===== src/rtl/booth_pkg.sv =====
// Shared types for the radix-4 Booth sequential multiplier.
//   state_t      : controller states
//   booth_sel_t  : decoded Booth digit (magnitude select + sign)
//   booth_decode : maps a {b2i+1, b2i, b2i-1} triplet to a booth_sel_t
package booth_pkg;

  typedef enum logic [1:0] {
    IDLE,
    RUN,
    DONE
  } state_t;

  typedef struct packed {
    logic single;  // select +/-A
    logic double;  // select +/-2A
    logic neg;     // negate the selected magnitude
  } booth_sel_t;

  function automatic booth_sel_t booth_decode(input logic [2:0] triplet);
    booth_sel_t sel;
    sel = '0;
    case (triplet)
      3'b001, 3'b010: sel.single = 1'b1;
      3'b011:         sel.double = 1'b1;
      3'b100: begin
        sel.double = 1'b1;
        sel.neg    = 1'b1;
      end
      3'b101, 3'b110: begin
        sel.single = 1'b1;
        sel.neg    = 1'b1;
      end
      default: ;  // 000 / 111 -> zero partial product
    endcase
    return sel;
  endfunction

endpackage


===== src/rtl/booth_r4_pp_gen.sv =====
// Radix-4 Booth partial-product selector (combinational).
// Ports:
//   triplet : Booth digit bits {b2i+1, b2i, b2i-1}
//   mcand   : multiplicand, W bits, already aligned to the digit position
//   pp_c    : signed partial product (0, +/-A, +/-2A), two's complement, W bits
module booth_r4_pp_gen
  import booth_pkg::*;
#(
  parameter int unsigned W = 50
) (
  input  logic [2:0]   triplet,
  input  logic [W-1:0] mcand,
  output logic [W-1:0] pp_c
);

  booth_sel_t     sel;
  logic [W-1:0]   mag;

  // Select magnitude, then complete the negation here so the accumulator needs no carry-in.
  always_comb begin
    sel = booth_decode(triplet);
    mag = '0;
    if (sel.single) begin
      mag = mcand;
    end else if (sel.double) begin
      mag = mcand << 1;
    end
    pp_c = sel.neg ? (~mag + W'(1)) : mag;
  end

endmodule


===== src/rtl/booth_r4_seq_mult.sv =====
// Iterative radix-4 Booth multiplier for unsigned operands: one Booth digit
// retired per clock into a 2*WIDTH+2 bit accumulator; one operation in flight.
// Optional build macro BOOTH_EARLY_TERM_EN: finish as soon as the remaining
// multiplier bits are all zero (products are identical, latency shortens).
// Ports:
//   clk, rst             : clock (rising edge), asynchronous active-high reset
//   in_valid/in_ready    : operand handshake, in_a (multiplicand), in_b (multiplier)
//   out_valid/out_ready  : result handshake, out_prod = in_a * in_b (registered)
//   busy                 : high while an operation is in RUN or DONE
module booth_r4_seq_mult
  import booth_pkg::*;
#(
  parameter int unsigned WIDTH = 24
) (
  input  logic               clk,
  input  logic               rst,
  input  logic               in_valid,
  output logic               in_ready,
  input  logic [WIDTH-1:0]   in_a,
  input  logic [WIDTH-1:0]   in_b,
  output logic               out_valid,
  input  logic               out_ready,
  output logic [2*WIDTH-1:0] out_prod,
  output logic               busy
);

  localparam int unsigned NDIG = (WIDTH + 2) / 2;
  localparam int unsigned PW   = 2 * WIDTH + 2;   // accumulator / multiplicand width
  localparam int unsigned MW   = WIDTH + 3;       // multiplier shift register width
  localparam int unsigned CW   = $clog2(NDIG + 1);
  localparam int unsigned OW   = 2 * WIDTH;

  state_t          state_q,     state_d;
  logic [PW-1:0]   mcand_q,     mcand_d;
  logic [MW-1:0]   mplier_q,    mplier_d;
  logic [PW-1:0]   acc_q,       acc_d;
  logic [CW-1:0]   dig_cnt_q,   dig_cnt_d;
  logic            in_ready_q,  in_ready_d;
  logic            out_valid_q, out_valid_d;
  logic [OW-1:0]   out_prod_q,  out_prod_d;
  logic            busy_q,      busy_d;
  logic [PW-1:0]   pp_c;

  booth_r4_pp_gen #(
    .W (PW)
  ) u_pp_gen (
    .triplet (mplier_q[2:0]),
    .mcand   (mcand_q),
    .pp_c    (pp_c)
  );

  // Next-state and registered-output logic.
  always_comb begin
    state_d     = state_q;
    mcand_d     = mcand_q;
    mplier_d    = mplier_q;
    acc_d       = acc_q;
    dig_cnt_d   = dig_cnt_q;
    in_ready_d  = in_ready_q;
    out_valid_d = out_valid_q;
    out_prod_d  = out_prod_q;
    busy_d      = busy_q;

    case (state_q)
      IDLE: begin
        if (in_valid) begin
          mcand_d    = PW'(in_a);
          mplier_d   = {2'b00, in_b, 1'b0};
          acc_d      = '0;
          dig_cnt_d  = '0;
          state_d    = RUN;
          in_ready_d = 1'b0;
          busy_d     = 1'b1;
        end
      end

      RUN: begin
`ifdef BOOTH_EARLY_TERM_EN
        // Nothing left to add: the accumulator already holds the product.
        if (mplier_q == '0) begin
          state_d     = DONE;
          out_valid_d = 1'b1;
          out_prod_d  = acc_q[OW-1:0];
        end else
`endif
        begin
          acc_d     = acc_q + pp_c;
          mcand_d   = mcand_q << 2;
          mplier_d  = mplier_q >> 2;
          dig_cnt_d = dig_cnt_q + CW'(1);
          if (dig_cnt_q == CW'(NDIG - 1)) begin
            state_d     = DONE;
            out_valid_d = 1'b1;
            out_prod_d  = acc_d[OW-1:0];  // bits above 2*WIDTH-1 are dropped
          end
        end
      end

      DONE: begin
        if (out_ready) begin
          state_d     = IDLE;
          out_valid_d = 1'b0;
          in_ready_d  = 1'b1;
          busy_d      = 1'b0;
        end
      end

      default: begin
        state_d     = IDLE;
        in_ready_d  = 1'b1;
        out_valid_d = 1'b0;
        busy_d      = 1'b0;
      end
    endcase
  end

  // State and datapath registers.
  always_ff @(posedge clk or posedge rst) begin
    if (rst) begin
      state_q     <= IDLE;
      mcand_q     <= '0;
      mplier_q    <= '0;
      acc_q       <= '0;
      dig_cnt_q   <= '0;
      in_ready_q  <= 1'b1;
      out_valid_q <= 1'b0;
      out_prod_q  <= '0;
      busy_q      <= 1'b0;
    end else begin
      state_q     <= state_d;
      mcand_q     <= mcand_d;
      mplier_q    <= mplier_d;
      acc_q       <= acc_d;
      dig_cnt_q   <= dig_cnt_d;
      in_ready_q  <= in_ready_d;
      out_valid_q <= out_valid_d;
      out_prod_q  <= out_prod_d;
      busy_q      <= busy_d;
    end
  end

  assign in_ready  = in_ready_q;
  assign out_valid = out_valid_q;
  assign out_prod  = out_prod_q;
  assign busy      = busy_q;

endmodule

===== config.mk =====
export PLATFORM = sky130hd
export DESIGN_NAME = booth_r4_seq_mult
export DESIGN_NICKNAME = d
export VERILOG_FILES = /design/src/rtl/booth_pkg.sv /design/src/rtl/booth_r4_pp_gen.sv /design/src/rtl/booth_r4_seq_mult.sv
export SDC_FILE = /design/constraint.sdc
export NUM_CORES = 1
export LEC_CHECK = 0
export BUFFER_PORTS_ARGS = -buffer_cell sky130_fd_sc_hd__buf_4
export CAP_MARGIN = 10
export CORE_MARGIN = 2
export CORE_UTILIZATION = 38
export CTS_BUF_LIST = sky130_fd_sc_hd__clkbuf_16
export DETAILED_ROUTE_END_ITERATION = 8
export PLACE_DENSITY_LB_ADDON = 0.12
export SKIP_LAST_GASP = 1
export SLEW_MARGIN = 5
export SYNTH_ARGS = -nofsm -noshare
export SYNTH_HDL_FRONTEND = slang
export SYNTH_HIERARCHICAL = 1
export SYNTH_SLANG_ARGS = --single-unit

===== constraint.sdc =====
create_clock -name clk -period 10.63 [get_ports clk]
set_input_delay 2.126 -clock clk [delete_from_list [all_inputs] [get_ports clk]]
set_output_delay 2.126 -clock clk [all_outputs]
set_load 0.005 [all_outputs]

Word-level counts from Yosys, hierarchy flattened:

Cells that the tools add are included.

* bits in registers: 184
* input port bits: 52
* output and inout bits: 51
* logic and storage cells: 63

* $add $sub $neg: 3
* equality and inequality tests: 12
* mux-type cells: 26
* bitwise logic cells: 3
* reduce and logical (&&, ||, !) cells: 10

Operator list (count)
* $mux W50: 5
* $pmux W50 S2: 2
* $pmux W27 S2: 1
* $add A50 B1 Y50 const B: 1
* $add A50 B50 Y50: 1
* $not A50 Y50: 1
* $mux W27: 1
* $eq A3 B3 Y1 const B: 3
* $pmux W1 S3: 3
* $reduce_and A3 Y1: 3
* $mux W1: 8
* $pmux W4 S2: 1
* $eq A3 B2 Y1 const B: 2
* $mux W2: 3
* $ne A2 B2 Y1 const B: 3
* $pmux W2 S3: 1
* $add A4 B1 Y4 const B: 1
* $eq A4 B4 Y1 const B: 1
* $mux W4: 1
* $reduce_and A2 Y1: 2
* $reduce_or A4 Y1: 1
* $eq A3 B1 Y1 const B: 1
* $reduce_or A3 Y1: 1
* $eq A2 B1 Y1 const B: 1
* 5 further kinds: 6

Logic depth before layout (Yosys ltp):

Gate-level depths: netlist of run 1.

* depth in word-level cells: 10
* depth in mapped cells: 28
* mapped depth without buffers: 21

Cells and area by module:

Netlist of run 1, hierarchy kept.

Modules (own cells, without submodules)
* booth_r4_seq_mult: times used 1, cells each 1018, area each 9733.1 µm², sequential area each 4505.6 µm²
* booth_r4_pp_gen: times used 1, cells each 665, area each 4189.0 µm², sequential area each 0.0 µm²

Worst setup path after synthesis of run 1:

Ideal clock, no wire load.

* kind: register to register
* start: reg mplier_q[2]
* end: reg out_prod_q[41], in the netlist out_prod[41]
* library setup time: 0.125 ns
* data arrival time: 5.795 ns
* data required time: 10.505 ns
* path slack: 4.711 ns
* stages on the path, launching flop included: 27
* buffers on the path: 7
* clock period less this slack: 5.919 ns
* path through: dfrtp_1 -> buf_4 -> buf_4 -> buf_4 -> buf_2 -> buf_1 -> nand2_1 -> o21ai_1 -> clkbuf_1 -> a22oi_1 -> ha_1 -> o21ai_0 -> nand4b_1 -> nor4_2 -> buf_2 -> a31oi_1 -> xor2_1 -> ha_1 -> and4_1 -> nand3_1 -> or4b_1 -> a21oi_2 -> o21bai_2 -> o41ai_2 -> a31oi_1 -> xnor2_1 -> mux2_2

* word-level cells in the longest chain between the ends: 9
* elaborated cells on any way between the ends: 18
* classes of those cells: 2 x add/sub; 6 x eq/ne; 6 x mux; 1 x bitwise; 3 x reduce/logical

Ends and longest elaborated chain
* start: declaration: line booth_r4_seq_mult.sv:35 `logic [MW-1:0] mplier_q, mplier_d;`
* start signal: assignment: line booth_r4_seq_mult.sv:132 `mplier_q <= mplier_d;`
* $eq A3 B2 Y1 or $eq A3 B3 Y1 (tied branches): line booth_pkg.sv:22 `case (triplet)`
* $reduce_or A2 Y1 (no source line)
* $mux W1: line booth_pkg.sv:22
* $mux W50: line booth_r4_pp_gen.sv:25 `end else if (sel.double) begin`
* $mux W50: line booth_r4_pp_gen.sv:23 `if (sel.single) begin`
* $not A50 Y50: line booth_r4_pp_gen.sv:28 `pp_c = sel.neg ? (~mag + W'(1)) : mag;`
* $add A50 B1 Y50: line booth_r4_pp_gen.sv:28
* $mux W50 *: line booth_r4_pp_gen.sv:28
* net pp_c[20]: line booth_r4_seq_mult.sv:42 `logic [PW-1:0] pp_c;`
* $add A50 B50 Y50 *: line booth_r4_seq_mult.sv:87 `acc_d = acc_q + pp_c;`
* end signal: assignment: line booth_r4_seq_mult.sv:137 `out_prod_q <= out_prod_d;`
* end: declaration: line booth_r4_seq_mult.sv:40 `logic [OW-1:0] out_prod_q, out_prod_d;`

Mark *: on every way through the listed nets, which the timed path passes. The rest lies on a longest branch.
A chain may end at the register's enable or synchronous reset.

Final worst setup path of run 1:

* start: reg mplier_q[1]
* end: reg out_prod_q[41], in the netlist out_prod[41]

Same word-level chain as after synthesis.

==> results of run 1 <==
## cell usage in the layout (no fill, tap or decap), types with 13 or more instances in the layout
cell type,n
xor2_1,45
a221oi_1,15
nand2_1,218
a21oi_1,167
nor3_1,21
ha_1,50
dfrtp_1,173
a22o_1,76
a31oi_1,29
nand4_1,16
a221o_1,13
nor2_1,55
a211oi_1,14
inv_1,27
and3_1,13
a22oi_1,52
a21o_1,32
clkbuf_16,17
o21ai_0,155
nand2b_1,19
nor2b_1,70
nand3_1,28
xnor2_1,57
buf_4,121
## critical path: stages, from the launching register on
cell	delay, ps
dfrtp_4	700
nor2_1	110
nand2_1	420
o21ai_1	130
buf_4	220
a22oi_1	200
ha_1	280
o21ai_0	150
nand4b_1	370
nor4_2	1180
a31oi_1	230
xor2_1	230
ha_1	420
and4_1	240
nand3_1	90
or4b_1	500
a21oi_2	160
o21bai_2	110
o41ai_2	650
a31oi_1	190
xnor2_1	180
mux2_2	270
## through the flow
stage | area, µm² | cells | util (%)
2_1_floorplan | 13750 | 1666 | -
3_3_place_gp | 14630 | 2107 | 41.12
3_5_place_dp | 14630 | 2107 | 41.12
4_1_cts | 15210 | 2139 | 42.75
5_1_grt | 15210 | 2139 | 42.75
6_report | 15210 | 2139 | 42.75
## path summary, 6_finish.rpt
kind	slack [ps]	endpoint	start	cells past startpoint
max	3450	out_prod[41]$_DFFE_PP0P_	mplier_q[1]$_DFFE_PP0P_	21
min	470	out_prod[23]$_DFFE_PP0P_	out_prod[23]$_DFFE_PP0P_	2
max reg2reg	3450	out_prod[41]$_DFFE_PP0P_	mplier_q[1]$_DFFE_PP0P_	21
min reg2reg	470	out_prod[23]$_DFFE_PP0P_	out_prod[23]$_DFFE_PP0P_	2
max in group asynchronous	7360	mplier_q[1]$_DFFE_PP0P_	rst	3
min in group asynchronous	1750	out_valid$_DFFE_PP0P_	rst	2
## metal layers
layer / global-route usage [%] / vias up / routed length [µm]
met2: 31.70 / 380 / 17840
li1: - / 6122 / -
met5: 0 / - / 0
met1: 36.11 / 6176 / 22390
met4: 4.826 / 0 / 562
met3: 4.192 / 37 / 2494
## area by class of cell
type	count	share of cell area, %
Multi-Input combinational cell	1318	56.29
Timing Repair Buffer	121	5.973
Sequential cell	178	29.35
Tap cell	461	3.793
Clock buffer	17	2.797
Inverter	29	0.7652
Clock inverter	15	1.028
## sequential cells by signal, indices dropped and copies added, names as in the netlist
| signal | flops |
|---|---|
| mcand_q | 48 |
| out_valid | 1 |
| out_prod | 48 |
| busy | 1 |
| mplier_q | 25 |
| acc_q | 48 |
| dig_cnt_q | 4 |
| state_q | 2 |
| in_ready | 1 |
==> run metrics, run 1 <==
Final Cycle Share=67.51%; setup_tns=0 ps; outcome=finished clean; hold slack=474.5 ps; clk slew on worst S/H paths=70 ps; die height=194.2 µm; Initial Utilization=38.67%; Final setup viols=0; clock skew=15.06 ps; grt ovf=0; final WL=43.28 mm; syn nets=1769; worst slack at placement=3580 ps; FP Rows=69; yosys warns=6; CP arrival=7530 ps; post-synthesis cell area=13750 µm²; post-synthesis area per instance=8.255 µm²; DRT iter0 DRCs=1096; fmax=0.1393 GHz; post_cts resized=0; Sequential Area=4463 µm²; number of H-tree levels=4; initial antenna violation count=0; Critical Path RT=10980 ps; area grow syn2layout=10.57%; layout cells sized above 1=12.16%; drt first pass iters=5; RSZ-0062 raised after global routing=no; max-cap violations=0; diodes inserted=0; vias=12715; first-pass GRT wire length=69.78 mm; max-slew violation count=0; Tot GR Track Use=22.81%; clk sink count=178; GPL Wtd Cong=0.9299; CTS tree=done; WL/cell=20.23 µm; io pins=103; Setup CP Type=flop to flop; DP Wirelength=29.31 mm; fin nets=1768; critical path peak fanout=33; Slew headroom=11.82%; Die Width=194.2 µm; Startpoint Class=flop; number of buffers created by CTS=17; largest net degree at the start of global routing=111; Multi-input gate area=8561 µm²; worst min path class=flop to flop; vias in the first global route=11976; drc violations=0; setup bufs post-CTS=0; worst-case clock buffer depth=2; Final Worst Setup Slack=3453 ps; clk_lat worst skew=470 ps; Core Footprint=35570 µm²; slew of the pin with the lowest slew margin=1312 ps; layout filler cell count=3579; Detail Route Antenna Nets=0; hold_buf cts=0; Port Buffers=102; CTS root buffer=clkbuf_16; die area=37730 µm²; Crit. End Element=flop; vias per inst=5.944; post-synthesis cell count=1666; Tmin final=7177 ps; final hold violations=0
Power of run 1 is left out: the tool's default activity adds up to more than one toggle a clock period on the data nets, which glitch-free logic cannot reach.
==> inputs of run 2 (changes only) <==
==> constraint.sdc (replaced) <==
create_clock -name clk -period 7.12 [get_ports clk]
set_input_delay 1.424 -clock clk [delete_from_list [all_inputs] [get_ports clk]]
set_output_delay 1.424 -clock clk [all_outputs]
set_load 0.005 [all_outputs]
==> run 2 against run 1 <==
Sequential share of layout area fell by 0.12 points. Worst hold slack about the same. Wire length fell by 2.8%. Critical endpoint unchanged. Critical path type unchanged.
==> run metrics, run 2 (synthesis results as in run 1) <==
outcome=finished clean; Tot GR Track Use=22.16% (-0.65 points); fin nets=1775 (+0.40%); worst r2r dst=out_prod[41]$_DFFE_PP0P_; CTS tree=done; die area=37730 µm² (unchanged); DP Wirelength=29.27 mm (-0.12%); number of H-tree levels=4 (unchanged); final hold violations=0 (unchanged); drt first pass iters=6 (+1); worst-case clock buffer depth=2 (unchanged); Tmin final=6180 ps (-996.6 ps); drc violations=0 (unchanged); CTS root buffer=clkbuf_16; Min-Delay Startpoint=out_prod[31]$_DFFE_PP0P_; post_cts resized=0 (unchanged); diodes inserted=0 (unchanged); vias=12816 (+0.79%); Critical Path RT=7460 ps (-3520 ps); DRT iter0 DRCs=1287 (+17%); hold slack=475.0 ps (+0.4730 ps); grt ovf=0 (unchanged); Port Buffers=102 (unchanged); max-cap violations=0 (unchanged); final WL=42.06 mm (-2.8%); Final Cycle Share=86.80% (+19 points); die height=194.2 µm (unchanged); number of buffers created by CTS=17 (unchanged); Final Core Density=42.93% (+0.17 points); Hold Crit Depth=2 (unchanged); initial antenna violation count=0 (unchanged); clock skew=11.72 ps (-3.347 ps); R2R setup slack=940 ps (-2510 ps); Crit. End Element=flop; layout cells sized above 1=12.46% (+0.31 points); GPL Wtd Cong=0.8974 (-3.5%); Detail Route Antenna Nets=0 (unchanged); Final Worst Setup Slack=939.9 ps (-2513 ps); Setup crit start=mplier_q[1]$_DFFE_PP0P_; layout filler cell count=3530 (-1.4%); setup_tns=0 ps (unchanged); area grow syn2layout=11.02%; Die Width=194.2 µm (unchanged); hold path endpoint=out_prod[31]$_DFFE_PP0P_; Core Footprint=35570 µm² (unchanged); largest net degree at the start of global routing=116 (+4.5%); FP Rows=69 (unchanged); worst min path class=flop to flop; Startpoint Class=flop; slew of the pin with the lowest slew margin=1171 ps (-140.4 ps); most common cell after layout, fill and taps aside=nand2_1; RR Startpoint=mplier_q[1]$_DFFE_PP0P_; worst slack at placement=983.4 ps (-2596 ps); clk slew on worst S/H paths=70 ps (about the same); vias in the first global route=11756 (-1.8%); R2R depth=23 (+9.5%); clk sink count=178 (unchanged); CP arrival=6520 ps (-1010 ps); critical path peak fanout=47 (+42%); Initial Utilization=38.67% (unchanged); setup bufs post-CTS=0 (unchanged); fmax=0.1618 GHz (+16%); Slew headroom=21.74% (+9.9 points); vias per inst=5.972 (+0.47%); hold_buf cts=0 (unchanged); max-slew violation count=0 (unchanged); io pins=103 (unchanged); first-pass GRT wire length=67.84 mm (-2.8%); WL/cell=19.60 µm (-3.1%); clk_lat worst skew=450 ps (-20 ps); Final setup viols=0 (unchanged); Setup CP Type=flop to flop; most frequent cells in the layout=218 x nand2_1, 173 x dfrtp_1, 167 x a21oi_1; RSZ-0062 raised after global routing=no
-- run 2: changes by cell type in the layout (fill, tap and decap cells not counted), sizes merged --
cell	change
bufinv	+1
inv	+1
clkinvlp	-4
clkinv	+2
buf	+7
-- run 2: worst max-delay path, cell delays in order (launching register included) --
cell,delay [ps]
dfrtp_4,770
nor2_1,120
nand2_1,90
buf_4,200
o21ai_1,80
buf_4,200
a22oi_1,200
ha_1,250
o21ai_0,130
nand4b_1,390
nor4_2,350
buf_4,220
a31oi_1,110
xor2_1,210
ha_1,410
and4_1,250
nand3_1,90
or4b_1,490
a21oi_2,160
o21bai_2,110
o41ai_2,590
a31oi_1,180
xnor2_1,170
mux2_2,270
-- run 2: layer usage --
metal | routed length (µm) | up-vias | part of all wire (%) | global-route usage [%]
li1 | - | 6144 | - | -
met4 | 631 | 0 | 1.5 | 5.443
met3 | 2374 | 33 | 5.6 | 3.288
met5 | 0 | - | 0 | 0
met2 | 17550 | 398 | 42 | 31.22
met1 | 21510 | 6241 | 51 | 34.93
-- run 2: area by class of cell --
| class | instances | area, µm² | share of cell area (%) |
|---|---|---|---|
| Inverter | 29 | 116.4 | 0.7621 |
| Clock buffer | 17 | 425.4 | 2.786 |
| Multi-Input combinational cell | 1318 | 8561 | 56.07 |
| Timing Repair Buffer | 128 | 960.9 | 6.294 |
| Tap cell | 461 | 576.8 | 3.778 |
| Clock inverter | 15 | 165.2 | 1.082 |
| Sequential cell | 178 | 4463 | 29.23 |
-- run 2: how the worst max path moves through the flow --
stage	to	slack, ps	cells past startpoint
finish	out_prod[41]$_DFFE_PP0P_	940	23
global route	out_prod[45]$_DFFE_PP0P_	320	22
CTS	out_prod[41]$_DFFE_PP0P_	970	23
detailed placement	out_prod[41]$_DFFE_PP0P_	980	23
global placement	out_prod[41]$_DFFE_PP0P_	1040	23
floorplan	acc_q[0]$_DFFE_PP0P_	870	1
-- run 2: stage by stage --
| stage | cells | cell area (µm²) |
|---|---|---|
| floorplan | 1666 | 13750 |
| global placement | 2114 | 14680 |
| detailed placement | 2114 | 14680 |
| CTS | 2146 | 15270 |
| global route | 2146 | 15270 |
| finish | 2146 | 15270 |
Power of run 2 is left out for the same reason.
==> inputs of run 3 (changes only) <==
--- a/config.mk
+++ b/config.mk
@@ -5,6 +5,7 @@
 export SDC_FILE = /design/constraint.sdc
 export NUM_CORES = 1
 export LEC_CHECK = 0
+export ABC_AREA = 1
 export BUFFER_PORTS_ARGS = -buffer_cell sky130_fd_sc_hd__buf_4
 export CAP_MARGIN = 10
 export CORE_MARGIN = 2
==> run 3 against run 2 <==
Synthesized area is 3.5% lower. Fmax rose by 33%. Count of clock-buffer cells in the layout stayed put. Wire length decreased by 1.2%. Setup slack improved by 1500 ps. Largest cell class unchanged.
==> run metrics, run 3 <==
outcome=finished clean; Critical Path RT=7460 ps (about the same); largest net degree at the start of global routing=79 (-32%); Tot GR Track Use=23.60% (+1.4 points); first-pass GRT wire length=65.90 mm (-2.9%); initial antenna violation count=1 (+1); GPL Wtd Cong=0.9260 (+3.2%); Slew headroom=32.80% (+11 points); Setup CP Type=flop to flop; setup_tns=0 ps (unchanged); FP Rows=68 (-1.4%); vias per inst=4.888 (-18%); drt first pass iters=5 (-1); number of buffers created by CTS=17 (unchanged); final hold violations=0 (unchanged); diodes inserted=0 (unchanged); Detail Route Antenna Nets=0 (unchanged); Setup crit start=mplier_q[1]$_DFFE_PP0P_; Initial Utilization=38.51% (-0.15 points); DRT iter0 DRCs=821 (-36%); WL/cell=15.83 µm (-19%); Final Cell Area=15030 µm² (-1.6%); final WL=41.54 mm (-1.2%); Final Core Density=43.62% (+0.69 points); CTS tree=done; max-cap violations=0 (unchanged); yosys warns=6 (unchanged); hold_buf cts=0 (unchanged); most frequent cells in the layout=865 x nand2_1, 304 x inv_1, 177 x dfrtp_1; worst min path class=flop to flop; Final setup viols=0 (unchanged); placed cell areas=14430 µm² (-1.7%); Port Buffers=102 (unchanged); worst r2r dst=acc_q[36]$_DFFE_PP0P_; layout cells sized above 1=9.908% (-2.6 points); CTS root buffer=clkbuf_16; slew of the pin with the lowest slew margin=1008 ps (-163.4 ps); Startpoint Class=flop; vias=12831 (+0.12%); post-synthesis area per instance=6.365 µm² (-23%); crit path to=acc_q[36]$_DFFE_PP0P_; Die Width=190.9 µm (-1.7%); area grow syn2layout=13.26%; post_cts resized=0 (unchanged); clk sink count=178 (unchanged); Tmin final=4639 ps (-1541 ps); fin nets=2261 (+27%); setup bufs post-CTS=0 (unchanged); die height=190.9 µm (-1.7%); RSZ-0062 raised after global routing=no; R2R depth=23 (unchanged); clk_lat worst skew=460 ps (about the same); worst-case clock buffer depth=2 (unchanged); max-slew violation count=0 (unchanged); Core Footprint=34460 µm² (-3.1%); clock skew=16.11 ps (+4.397 ps); most common cell after layout, fill and taps aside=nand2_1; DP Wirelength=32.50 mm (+11%); CP arrival=4980 ps (-1540 ps); RR Startpoint=mplier_q[1]$_DFFE_PP0P_; drc violations=0 (unchanged); Final Cycle Share=65.16% (-22 points); io pins=103 (unchanged); die area=36440 µm² (-3.4%); critical path peak fanout=41 (-13%); R2R setup slack=2480 ps (+1540 ps); grt ovf=0 (unchanged); vias in the first global route=12238 (+4.1%); syn nets=2188 (+24%); number of H-tree levels=4 (unchanged); clk slew on worst S/H paths=70 ps (about the same); Crit. End Element=flop; post-synthesis cell count=2085 (+25%); fmax=0.2155 GHz (+33%); post-synthesis cell area=13270 µm² (-3.5%)
-- run 3: worst min path at each step --
stage	from	endpoint	slack, ps	cells after the start
CTS	dig_cnt_q[3]$_DFFE_PP0P_	dig_cnt_q[3]$_DFFE_PP0P_	480	1
floorplan	mplier_q[23]$_DFFE_PP0P_	mplier_q[23]$_DFFE_PP0P_	440	2
finish	dig_cnt_q[3]$_DFFE_PP0P_	dig_cnt_q[3]$_DFFE_PP0P_	480	1
global route	mplier_q[11]$_DFFE_PP0P_	mplier_q[11]$_DFFE_PP0P_	500	2
detailed placement	out_prod[2]$_DFFE_PP0P_	out_prod[2]$_DFFE_PP0P_	460	2
global placement	mplier_q[23]$_DFFE_PP0P_	mplier_q[23]$_DFFE_PP0P_	460	2
-- run 3: metal layers --
| layer | up-vias | part of all wire (%) | GRT usage [%] | routed length, µm |
|---|---|---|---|---|
| li1 | 6618 | - | - | - |
| met1 | 5887 | 49 | 33.30 | 20380 |
| met2 | 272 | 45 | 37.36 | 18500 |
| met3 | 52 | 3.7 | 2.724 | 1537 |
| met4 | 2 | 2.7 | 7.990 | 1115 |
| met5 | - | 0.031 | 0 | 13 |
-- run 3: final cells by class --
| cell class | count | area, µm² |
|---|---|---|
| clock inverter | 14 | 175.2 |
| tap | 455 | 569.3 |
| timing repair buffer | 112 | 840.8 |
| sequential | 178 | 4456 |
| inverter | 315 | 1187 |
| fill | 3739 | 19430 |
| clock buffer | 17 | 425.4 |
| multi-input combinational | 1534 | 7377 |
-- run 3: worst max-delay path, stage by stage (launching register included) --
cell and delay (ps):
dfrtp_1 460, nand2_2 120, nand2_2 390, nand3_1 260, nand2_1 70, inv_1 70, ha_1 160, nand3_1 160
nor2_2 240, nand3_1 170, nor2_1 270, nand2_1 120, nand3b_1 100, nand2_1 100, ha_1 410, nand2_1 120
nor2_1 180, nand2_1 140, nor3_1 400, nand2_1 260, nand2_1 110, nand2_1 70, nand3_1 70, nand2_1 70
-- run 3: metrics by stage --
| stage | cells | hold WS (ps) | setup slack, ps |
|---|---|---|---|
| after global routing | 2625 | 500.3 | 2028 |
| after CTS | 2625 | 479.4 | 2549 |
| after floorplan | 2085 | 442.3 | 867.4 |
| final | 2625 | 476.7 | 2481 |
| after detailed placement | 2594 | 464.0 | 2575 |
| after global placement | 2594 | 456.5 | 2650 |
Power of run 3 is left out for the same reason.
